<file path="config.mk">
export PLATFORM = sky130hd
export DESIGN_NAME = nibble_sched
export DESIGN_NICKNAME = d
export VERILOG_FILES = /design/src/rtl/nibble_sched.sv
export SDC_FILE = /design/constraint.sdc
export NUM_CORES = 1
export LEC_CHECK = 0
export ABC_AREA = 1
export CORE_AREA = 2 2 190 192
export DETAILED_ROUTE_END_ITERATION = 6
export DIE_AREA = 0 0 192 194
export SKIP_CTS_REPAIR_TIMING = 1
export SKIP_LAST_GASP = 1
export SYNTH_ARGS = -nofsm -noshare
export SYNTH_HDL_FRONTEND = slang
export SYNTH_SLANG_ARGS = --single-unit
</file>
<file path="constraint.sdc">
create_clock -name CLK -period 2.78 [get_ports CLK]
set_clock_uncertainty 0.15 [all_clocks]
set_input_delay 0.278 -clock CLK [delete_from_list [all_inputs] [get_ports CLK]]
set_output_delay 0.278 -clock CLK [all_outputs]
set_load 0.02 [all_outputs]
</file>
<file path="src/rtl/nibble_sched.sv">
// nibble_sched: round-robin, credit-limited issue of requester bundles onto one nibble_top
// datapath; results are tagged with the requester index and queued in a FIFO.
module nibble_sched #(
    parameter int NREQ        = 4,
    parameter int IDW         = 2,
    parameter int PIPE_LAT    = 3,
    parameter int OFIFO_DEPTH = 4
) (
    input  logic              CLK,
    input  logic              RESET,
    input  logic [NREQ-1:0]   REQ_VALID,
    output logic [NREQ-1:0]   REQ_READY,
    input  logic [NREQ*32-1:0] REQ_DATA_A,
    input  logic [NREQ*32-1:0] REQ_DATA_B,
    input  logic [NREQ*12-1:0] REQ_SEL_A,
    input  logic [NREQ*12-1:0] REQ_SEL_B,
    input  logic [NREQ*4-1:0]  REQ_SEL_AB,
    output logic [31:0]       DP_DATA_A,
    output logic [31:0]       DP_DATA_B,
    output logic [11:0]       DP_SEL_A,
    output logic [11:0]       DP_SEL_B,
    output logic [3:0]        DP_SEL_AB,
    output logic              DP_RESET_L,
    input  logic [3:0]        DP_DATA_OUT,
    output logic              RES_VALID,
    input  logic              RES_READY,
    output logic [3:0]        RES_NIBBLE,
    output logic [IDW-1:0]    RES_ID,
    input  logic              FLUSH,
    output logic              FLUSH_DONE,
    output logic              BUSY
);
    localparam int PW = $clog2(OFIFO_DEPTH);
    localparam int CW = $clog2(OFIFO_DEPTH + 1);
    localparam int SW = $clog2(PIPE_LAT + OFIFO_DEPTH + 2);

    typedef enum logic [1:0] {RUN, DRAIN, DONE} state_t;

    state_t                      r_state, w_next;
    logic [IDW-1:0]              r_rr, w_gidx;
    logic                        w_any, w_accept, w_can_issue, w_push, w_pop, w_busy;
    logic [PIPE_LAT:0]           r_tv;
    logic [PIPE_LAT:0][IDW-1:0]  r_tid;
    logic [IDW+3:0]              r_mem [OFIFO_DEPTH];
    logic [PW-1:0]               r_wp, r_rp;
    logic [CW-1:0]               r_cnt;
    logic [SW-1:0]               w_inflight;
    logic                        r_flush_done;

    function automatic logic [PW-1:0] ptr_inc(input logic [PW-1:0] p);
        return (p == PW'(OFIFO_DEPTH - 1)) ? '0 : p + 1'b1;
    endfunction

    assign w_inflight  = SW'($countones(r_tv));
    assign w_busy      = (w_inflight != '0) || (r_cnt != '0);
    // Outstanding work includes results already queued; a pop this cycle is not credited.
    assign w_can_issue = (r_state == RUN) && (w_inflight + SW'(r_cnt) < SW'(OFIFO_DEPTH));
    assign w_push      = r_tv[PIPE_LAT];
    assign w_pop       = RES_VALID && RES_READY;

    always_comb begin
        int c;
        w_any  = 1'b0;
        w_gidx = '0;
        for (int k = 0; k < NREQ; k++) begin
            c = int'(r_rr) + k;
            c = (c >= NREQ) ? c - NREQ : c;
            if (!w_any && REQ_VALID[IDW'(c)]) begin
                w_any  = 1'b1;
                w_gidx = IDW'(c);
            end
        end
    end

    assign w_accept  = w_can_issue && w_any && !RESET;
    assign REQ_READY = w_accept ? (NREQ'(1) << w_gidx) : '0;

    always_ff @(posedge CLK) begin
        if (RESET) begin
            DP_DATA_A <= '0;
            DP_DATA_B <= '0;
            DP_SEL_A  <= '0;
            DP_SEL_B  <= '0;
            DP_SEL_AB <= '0;
            r_rr      <= '0;
            r_tv      <= '0;
            r_tid     <= '0;
        end else begin
            if (w_accept) begin
                DP_DATA_A <= REQ_DATA_A[32*int'(w_gidx) +: 32];
                DP_DATA_B <= REQ_DATA_B[32*int'(w_gidx) +: 32];
                DP_SEL_A  <= REQ_SEL_A[12*int'(w_gidx) +: 12];
                DP_SEL_B  <= REQ_SEL_B[12*int'(w_gidx) +: 12];
                DP_SEL_AB <= REQ_SEL_AB[4*int'(w_gidx) +: 4];
                r_rr      <= (w_gidx == IDW'(NREQ - 1)) ? '0 : w_gidx + 1'b1;
            end
            r_tv  <= {r_tv[PIPE_LAT-1:0], w_accept};
            r_tid <= {r_tid[PIPE_LAT-1:0], w_gidx};
        end
    end

    always_ff @(posedge CLK) begin
        if (w_push)
            r_mem[r_wp] <= {DP_DATA_OUT, r_tid[PIPE_LAT]};
    end

    always_ff @(posedge CLK) begin
        if (RESET) begin
            r_wp  <= '0;
            r_rp  <= '0;
            r_cnt <= '0;
        end else begin
            r_wp  <= w_push ? ptr_inc(r_wp) : r_wp;
            r_rp  <= w_pop ? ptr_inc(r_rp) : r_rp;
            r_cnt <= r_cnt + CW'(w_push) - CW'(w_pop);
        end
    end

    always_comb begin
        w_next = r_state;
        case (r_state)
            RUN:     w_next = FLUSH ? DRAIN : RUN;
            DRAIN:   w_next = !FLUSH ? RUN : (w_busy ? DRAIN : DONE);
            DONE:    w_next = FLUSH ? DONE : RUN;
            default: w_next = RUN;
        endcase
    end

    always_ff @(posedge CLK) begin
        if (RESET) begin
            r_state      <= RUN;
            r_flush_done <= 1'b0;
        end else begin
            r_state      <= w_next;
            r_flush_done <= (w_next == DONE);
        end
    end

    assign {RES_NIBBLE, RES_ID} = r_mem[r_rp];
    assign RES_VALID  = (r_cnt != '0);
    assign FLUSH_DONE = r_flush_done;
    assign BUSY       = w_busy;
    assign DP_RESET_L = ~RESET;
endmodule

</file>
# Word level (Yosys, flattened, before mapping)
# Memory sizes are Yosys's and may differ from the RTL's. A register that Yosys moved wholly into a read port is not among the register bits.
# Cells that the tools add are included.
# W data, S select, Z words.
[classes]
n_addsub = 16
multipliers = 1
n_lt_le_gt_ge = 9
eq_ne = 6
shift = 6
muxes = 37
bitwise = 1
n_reduce_logical = 15
[ops]
columns = ["operator", "n"]
rows = [
  ["$shiftx A128 B8 Y32", 2],
  ["$shiftx A48 B32 Y12", 1],
  ["$shiftx A48 B7 Y12", 1],
  ["$mux W2", 16],
  ["$lt A2 B4 Y1 const B", 4],
  ["$shiftx A16 B5 Y4", 1],
  ["$mux W1", 15],
  ["$eq A2 B2 Y1 const B", 5],
  ["$ge A3 B3 Y1 const B", 3],
  ["$bmux W1 S2", 4],
  ["$sub A2 B1 Y2 const B", 4],
  ["$logic_and A1 B1 Y1", 7],
  ["$add A2 B1 Y2 const B", 3],
  ["$add A2 B2 Y3 const B", 2],
  ["$pmux W2 S3", 1],
  ["$add A1 B1 Y2", 2],
  ["$add A3 B3 Y4", 1],
  ["$logic_not A1 Y1", 4],
  ["$lt A4 B3 Y1 const B", 1],
  ["$mul A2 B2 Y4 const A", 1],
  ["$mux W4", 1],
  ["$reduce_bool A4 Y1", 1],
  ["$shl A1 B2 Y4 const A", 1],
  ["$add A2 B1 Y3 const B", 1],
  ["9 further kinds", 9],
]
[totals]
reg_bits = 116
ram_bits = 24
in_bits = 380
output_inout_bits = 106
word_cells = 108
mem_count = 1
[memory_table]
columns = ["memory", "words", "width", "read_ports", "rd_ports_with_merged_regs", "wr", "line_no", "text"]
rows = [
  ["r_mem", 4, 6, 1, 1, 1, "44", "logic [IDW+3:0] r_mem [OFIFO_DEPTH];"],
]

# Logic depth before layout (Yosys ltp)
# Gate-level depths: netlist of the first run.
[logic_depth]
word_depth = 18
depth_mapped = 16
ltp_nobuf = 14

# Worst setup path before layout of the first run
# OpenSTA, ideal clock, no wires.
[synth_timing]
path_kind = "register to register"
from = "register r_tv[3]"
to = "register DP_DATA_B[0]"
setup_ps = 109
arrival_ps = 2497
required_time_ps = 2521
setup_slack_ps = 25
path_stages_with_launch = 15
n_path_buf = 2
period_less_slack_ps = 2755
path_cell_list = "dfxtp_1 > fa_1 > ha_1 > ha_1 > ha_1 > nand3_1 > and3_1 > nand2_2 > inv_2 > buf_4 > buf_2 > nor2_1 > nor2_1 > nand2_1 > inv_1"
[synth_via]
elab_chain_cells = 7
[synth_lines]
columns = ["item", "line_no", "text"]
rows = [
  ["start, declared", "42", "logic [PIPE_LAT:0] r_tv;"],
  ["start signal, assigned", "97", "r_tv <= {r_tv[PIPE_LAT-1:0], w_accept};"],
  ["$add A1 B1 Y2 (implied by the code)", "54", "assign w_inflight = SW'($countones(r_tv));"],
  ["$add A2 B2 Y3 (implied by the code)", "54", ""],
  ["$add A3 B3 Y4", "57", "assign w_can_issue = (r_state == RUN) && (w_inflight + SW'(r_cnt) < SW'(OFIFO_DEPTH));"],
  ["$lt A4 B3 Y1", "57", ""],
  ["$logic_and A1 B1 Y1", "57", ""],
  ["$logic_and A1 B1 Y1 (2 in series)", "75", "assign w_accept = w_can_issue && w_any && !RESET;"],
  ["end signal, assigned", "91", "DP_DATA_B <= REQ_DATA_B[32*int'(w_gidx) +: 32];"],
  ["end, declared", "19", "output logic [31:0] DP_DATA_B,"],
]
# Every way passes these cells.
# A chain may end at the register's enable or synchronous reset.

# Worst setup path in the final report of the first run
[layout_timing]
from = "register r_tv[0]"
to = "output REQ_READY[2]"
[layout_via]
elab_chain_cells = 8
[layout_lines]
columns = ["item", "line_no", "text"]
rows = [
  ["$add A1 B1 Y2 (implied by the code)", "54", ""],
  ["$add A2 B2 Y3 (implied by the code)", "54", ""],
  ["$add A3 B3 Y4", "57", ""],
  ["$lt A4 B3 Y1", "57", ""],
  ["$logic_and A1 B1 Y1", "57", ""],
  ["$logic_and A1 B1 Y1 (2 in series)", "75", ""],
  ["$mux W4", "76", "assign REQ_READY = w_accept ? (NREQ'(1) << w_gidx) : '0;"],
  ["end, declared", "12", "output logic [NREQ-1:0] REQ_READY,"],
]
# Every way passes these cells.

==> out/summary.md, run 1 <==
The flow ran to the end, but the final reports show violations. The checks that failed: negative setup slack. The type of the most critical hold path was input pin to flop. Synthesis inferred 142 register bits.

The detailed router finished its first iteration with 618 violations. The number of setup violations in the final report is 96. The HPWL after detailed placement is 31100 um. At the placement stage, the worst setup path has a slack of -368 ps.

The logs give 2 for the maximum buffer depth of the clock tree and 2676 for the net total in the final layout. The run gives 0 as the total count of max-transition violations in the final report. The run gives 35200 sq um as the placeable core region.

The I/O pin total was 486; the post-layout instance area was 17000 sq um. Subtracting the final worst setup slack from the clock period gives 3020 ps. Setup repair after global routing could not meet its margin everywhere.

STA puts the critical path data required time at 2350 ps. After detailed routing, the number of remaining DRC violations is 0. The kind of critical path was flop to primary output.

The instance area at placement is 15900 sq um, and the global placement routability congestion is 0.876. The final clock period utilization by the worst path is 1.09, and the worst vdd rail ir drop is 0.000811 V. Entering global routing, the biggest net connects 129 pins. The run gives 0.214 as the global-route usage over all layers. STA classifies the critical path startpoint as a flop. For the wire length of the first global-routing pass, the log shows 62400 um. Dividing total power by cell area gives a power density of 1060 nW/um^2. For the final routed database, the setup TNS stands at -9430 ps. The number of nets in the synthesized netlist is 2226. The die extent in y works out to 194 um. CTS placed an instance of sky130_fd_sc_hd__clkbuf_16 at the clock tree root.

The tools report the post-detailed-route count of antenna-violating nets as 0. The run gives 7 as the number of antenna violations at the first check in global routing. The effective utilization at floorplan was 0.297; the power consumption was 18.1 mW.

The clock-pin slew of the registers on the worst-case setup and hold paths came out at 60 ps. The H-tree was split into 4 levels. sky130_fd_sc_hd__dfxtp_1 takes more of the synthesized area than any other cell. Clock tree synthesis found a total of 142 sinks. The mean cell area of the mapped netlist is 5.72 sq um, and the clock latency on the worst-skew pair is 440 ps.

The library cell used most frequently in the layout, excluding fill and tap cells, is sky130_fd_sc_hd__inv_1. The combined area of all synthesized cells is 10500 sq um, and the part of the Yosys area used for sequential elements is 0.295. Summed over all layers, the routed wires come to 43600 um.

The total number of vias came out at 12400. The TritonCTS buffer count is 17. The total number of yosys warnings is 0, and the hold violation total from the final report is 0. Summed over all cells, the static leakage comes to 8.93 nW. The detailed-route vias per instance is 4.50.

TritonCTS built the clock tree. Before antenna repair, the detailed router went through 5 iterations. Measured along the x axis, the die boundary spans 192 um.

After floorplanning, the core was divided into 69 placement rows. The final worst-path setup slack is -238 ps. Leaving out fill and tap cells, the most frequent cells in the layout are sky130_fd_sc_hd__inv_1, sky130_fd_sc_hd__clkdlybuf4s50_1, sky130_fd_sc_hd__nand3_1. Port buffering added 485 buffers.

Based on the critical path, the design can be clocked at up to 331 MHz. Maximum fanout count along the critical path: 7. Area share of the leading cell type in the synthesized netlist: 0.226. The routed length per placed instance was 15.8 um.

The actual transition at the worst max-transition pin is 745 ps, and the overflow left after global routing is 0. The count of cell types in the netlist was 31. Data on the critical path arrives at its endpoint at 2590 ps. The post-synthesis to final-layout area growth is 62.4%, and the fraction of final layout cells sized beyond drive strength 1 is 0.0589. The non-filler instance count after layout came out at 2760.

The logs give 11600 for the via count of the first global-routing pass and 0 for the reported max-cap violation count. Ranked by total cell area, the synthesized netlist is headed by sky130_fd_sc_hd__dfxtp_1, sky130_fd_sc_hd__nand3_1, sky130_fd_sc_hd__inv_1. The run gives 0.503 as the headroom to the max-slew limit. The logs give 1829 for the number of standard cells after synthesis and 37200 sq um for the die footprint. The number of placed instances, taps included, is 2706. Nature of the critical path endpoint: a primary output.
[cells by family (layout without fill, tap and decap cells)]
kind of cell	count (synthesis)	after routing	share of synthesized area
simple gates	1020	1020	0.428
buf+inv	615	1078	0.237
flops	142	142	0.295
compound gates	34	34	0.0179
fa+ha+maj	17	17	0.0218
xor+xnor	1	1	0.000838
other cells	0	7	0
[per-layer routing]
metal	GRT usage	wire, um
met1	0.244	17500
met2	0.384	21700
met3	0.0666	3660
met5	0	13
met4	0.0591	763
[report_power, final]
group          switching [mW]  internal, mW  total [mW]  leakage [nW]
registers               0.440          2.80        3.24          1.19
clock network            1.03          1.35        2.39         0.297
logic                    7.54          4.91        12.4          7.44
total                    9.01          9.06        18.1          8.93
[path summary, 6_finish.rpt]
| check | startpoint | end | slack [ps] | cells after the start |
|---|---|---|---|---|
| max | r_tv[0] | REQ_READY[2] | -240 | 9 |
| min | RESET | r_wp[1] | 180 | 4 |
| max reg2reg | r_tv[0] | DP_DATA_A[0] | -190 | 15 |
| min reg2reg | r_tid[1] | r_tid[3] | 250 | 2 |
[state kept, by name, indices dropped and copies added, names as in the netlist, 3 cells and up, named ones only]
register and count:
DP_SEL_B 12, DP_DATA_B 32, DP_SEL_A 12, r_cnt 3, DP_DATA_A 32, r_mem 24
r_tid 8, r_tv 4, DP_SEL_AB 4
[cell usage after synthesis]
library cell	number
sky130_fd_sc_hd__o21ai_0	17
sky130_fd_sc_hd__o22ai_1	6
sky130_fd_sc_hd__buf_2	61
sky130_fd_sc_hd__nor2_1	221
sky130_fd_sc_hd__a21oi_1	7
sky130_fd_sc_hd__nand2_4	1
sky130_fd_sc_hd__ha_1	15
sky130_fd_sc_hd__nand3_2	2
sky130_fd_sc_hd__nor3_1	1
sky130_fd_sc_hd__buf_4	17
sky130_fd_sc_hd__inv_2	3
sky130_fd_sc_hd__buf_1	8
sky130_fd_sc_hd__nand2_2	5
sky130_fd_sc_hd__edfxtp_1	24
sky130_fd_sc_hd__nor2_4	1
sky130_fd_sc_hd__nor4_1	2
sky130_fd_sc_hd__clkbuf_1	25
sky130_fd_sc_hd__xor2_1	1
sky130_fd_sc_hd__buf_6	4
sky130_fd_sc_hd__nand3b_1	1
sky130_fd_sc_hd__nand4_1	1
sky130_fd_sc_hd__and3_1	1
sky130_fd_sc_hd__fa_1	2
sky130_fd_sc_hd__nand3_1	467
sky130_fd_sc_hd__a211oi_1	2
sky130_fd_sc_hd__nor2_2	1
sky130_fd_sc_hd__inv_1	497
sky130_fd_sc_hd__dfxtp_1	118
sky130_fd_sc_hd__nand2_1	316
sky130_fd_sc_hd__o211a_1	1
sky130_fd_sc_hd__o21ai_1	1
[worst max-delay path: stages, from the launching register on]
cell and delay [ps]:
sky130_fd_sc_hd__dfxtp_2 330, sky130_fd_sc_hd__fa_1 540, sky130_fd_sc_hd__ha_2 190, sky130_fd_sc_hd__ha_4 210, sky130_fd_sc_hd__ha_4 160, sky130_fd_sc_hd__nor4_4 130
sky130_fd_sc_hd__and3_4 260, sky130_fd_sc_hd__nand2_8 90, sky130_fd_sc_hd__nor2_4 140, sky130_fd_sc_hd__buf_6 120
[stage by stage]
step                 util  hold slack [ps]
global route        0.482              198
detailed placement  0.450              244
global placement    0.450              238
CTS                 0.467              152
finish              0.482              178
floorplan               -              227
[layout make-up]
class	instances	area (sq um)
fill	3676	18200
timing repair buffer	545	5700
multi-input combinational	1072	5100
sequential	142	3090
inverter	500	1890
tap	461	577
clock buffer	17	425
clock inverter	15	173
antenna	7	17.5
timing repair inverter	1	11.3
No activity file was read; power rests on OpenSTA's default activity.
==> run 2: changes to the inputs <==
--- a/config.mk
+++ b/config.mk
@@ -9,6 +9,7 @@
 export CORE_AREA = 2 2 190 192
 export DETAILED_ROUTE_END_ITERATION = 6
 export DIE_AREA = 0 0 192 194
+export GPL_ROUTABILITY_DRIVEN = 0
 export SKIP_CTS_REPAIR_TIMING = 1
 export SKIP_LAST_GASP = 1
 export SYNTH_ARGS = -nofsm -noshare
==> out/summary.md, run 2 (synthesis results as in run 1) <==
Summed over all nets, the half-perimeter wirelength after detailed placement is 30900 um. After floorplanning, the core was divided into 69 placement rows. Highest attainable clock frequency: 325 MHz.

Setup repair after global routing could not meet its margin everywhere. The die is 194 um tall. In this run the critical register-to-register path is launched from r_tv[1].

The global-route usage over all layers is 0.214. In this run the static leakage power is 9.05 nW. The tools report the data arrival time of the critical path as 2650 ps. For the net total in the final layout, the log shows 2696. From synthesis to final layout, the design area changed by 64.6%.

The most critical setup path has its startpoint at r_tv[1]. In this run the clock root is driven by a sky130_fd_sc_hd__clkbuf_16. The final clock period utilization by the worst path is 1.11, and the clock-pin slew of the registers on the worst-case setup and hold paths is 70 ps. The flow ran to the end, but the final reports show violations. The worst register-to-register path ends at DP_DATA_A[14].

In the final timing run, aggregate negative setup slack is -16580 ps. The number of optimization iterations in the first detailed-route pass was 6; the number of clock sinks was 142. Dividing the detail-routed wire length by the instance count gives 15.9 um. The largest registers in the layout are DP_DATA_A: 32 flops, DP_DATA_B: 32 flops, r_mem: 24 flops. The effective utilization at floorplan came out at 0.297. The startpoint class of the critical path was a flop. The power consumption was 18.3 mW. Hold violation total from the final report: 0. Setup violations remaining at the end of the flow were counted as 97. The horizontal die dimension was 192 um. The routed design could run at a clock period as short as 3080 ps. Global routing finished with a remaining overflow of 0. Type of the most critical hold path: input pin to flop. Post-detailed-route count of antenna-violating nets: 0.

The H-tree was split into 4 levels. The total count of max-transition violations in the final report is 0. The maximum fanout count along the critical path is 7. The top cell types in the final layout, fill and taps aside, are sky130_fd_sc_hd__inv_1, sky130_fd_sc_hd__clkdlybuf4s50_1, sky130_fd_sc_hd__nand3_1. For this run, design rule violations remaining after detail routing come to 0. For this design the ratio of total power to cell area is 1060 nW/um^2. The logs give 0.000695 V for the worst vdd rail ir drop and 0 for the reported max-cap violation count.

The final wirelength was 44100 um; the placeable core region was 35200 sq um. The capturing instance or port of the critical path was REQ_READY[2]. The detailed-route vias per instance was 4.55.

The floorplan step defined a die boundary enclosing 37200 sq um. For the number of antenna violations at the first check in global routing, the log shows 4. The tools report the final worst-path setup slack as -299 ps.

The longest clock path from root to sink contains 2 buffers. The data required time at the worst endpoint was 2350 ps. The number of buffer cells added on primary ports was 485; the number of cells on the worst reg-to-reg path was 15.

The checks that failed: negative setup slack. The tools report the total number of vias as 12600. Pin placement for this block handled 486 I/O pins. The layout has 3632 filler cells.

The tools report the headroom to the max-slew limit as 0.418. The actual transition at the worst max-transition pin came out at 873 ps. The setup check on the worst reg-to-reg path leaves a slack of -220 ps.

TritonCTS built the clock tree. Entering global routing, the biggest net connects 129 pins. The fraction of final layout cells sized beyond drive strength 1 works out to 0.0722. The critical path in this run is classified as flop to primary output. Leading cell type in the layout, fill and taps excluded: sky130_fd_sc_hd__inv_1. The via count of the first global-routing pass was 11500; the violation count after the first detailed-route iteration was 746. Nature of the critical path endpoint: a primary output. Counting the buffers created by CTS gives 17. The logs give 430 ps for the clock latency on the worst-skew pair and 61900 um for the wire length of the first global-routing pass.
run 2: cell count changes in the layout (fill, tap and decap cells not counted), moves of 3 or more:
cell                       delta
sky130_fd_sc_hd__buf_4       +15
sky130_fd_sc_hd__nor2_4       +3
sky130_fd_sc_hd__nand3_2      +4
sky130_fd_sc_hd__diode_2      -3
sky130_fd_sc_hd__nor2_2       +4
sky130_fd_sc_hd__nor2_1       -7
sky130_fd_sc_hd__clkinv_8     +3
sky130_fd_sc_hd__nand3_1      -3
run 2: stage by stage:
step	utilization	hold slack (ps)	std cells	instance area (sq um)	worst slack [ps]
finish	0.488	130	2777	17200	-299
global route	0.488	148	2775	17200	-387
CTS	0.469	87.9	2747	16500	-798
detailed placement	0.452	244	2715	15900	-323
global placement	0.452	239	2715	15900	-317
floorplan	-	227	1829	10500	24.5
run 2: area by class of cell:
cell class,count,area (sq um),area share
repair buffers,564,5880,0.342
multi-input cells,1072,5140,0.299
flip-flops and latches,142,3090,0.179
inverters,500,1890,0.110
well taps,461,577,0.0335
clock buffers,17,425,0.0247
clock inverters,15,174,0.0101
repair inverters,2,25.0,0.00145
diodes,4,10.0,0.000582
run 2: worst min-delay path by stage:
stage	start	to	slack [ps]	cells past startpoint
5_1_grt	RESET	r_cnt[2]	150	4
4_1_cts	RESET	r_cnt[2]	90	4
2_1_floorplan	DP_DATA_OUT[0]	r_mem[0][2]	230	0
6_report	RESET	r_cnt[2]	130	4
3_5_place_dp	r_tid[1]	r_tid[3]	240	2
3_3_place_gp	r_tid[1]	r_tid[3]	240	2
run 2: where the power goes:
| group | switching (mW) | internal (mW) |
|---|---|---|
| logic | 7.58 | 5.06 |
| clock network | 1.07 | 1.28 |
| registers | 0.468 | 2.80 |
| total | 9.12 | 9.14 |
run 2: worst max-delay path, cell delays in order, from the launching register on:
cell	delay (ps)
sky130_fd_sc_hd__dfxtp_2	330
sky130_fd_sc_hd__fa_1	540
sky130_fd_sc_hd__ha_2	190
sky130_fd_sc_hd__ha_4	210
sky130_fd_sc_hd__ha_4	160
sky130_fd_sc_hd__nor4_4	210
sky130_fd_sc_hd__and3_4	260
sky130_fd_sc_hd__nand2_8	80
sky130_fd_sc_hd__nor2_1	110
sky130_fd_sc_hd__buf_4	140
run 2: metal layers:
metal  vias to the layer above  part of all wire  track usage
met5                         -           0.00029            0
li1                       6414                 -            -
met3                        59             0.093       0.0592
met4                         2             0.027       0.0769
met2                       491              0.49        0.372
met1                      5673              0.40        0.249
==> run 3: changes to the inputs <==
--- a/config.mk
+++ b/config.mk
@@ -6,6 +6,7 @@
 export NUM_CORES = 1
 export LEC_CHECK = 0
 export ABC_AREA = 1
+export ABC_CLOCK_PERIOD_IN_PS = 2780
 export CORE_AREA = 2 2 190 192
 export DETAILED_ROUTE_END_ITERATION = 6
 export DIE_AREA = 0 0 192 194
==> results of run 3 <==
The final DEF is identical to that of run 2; final timing and power are the same.
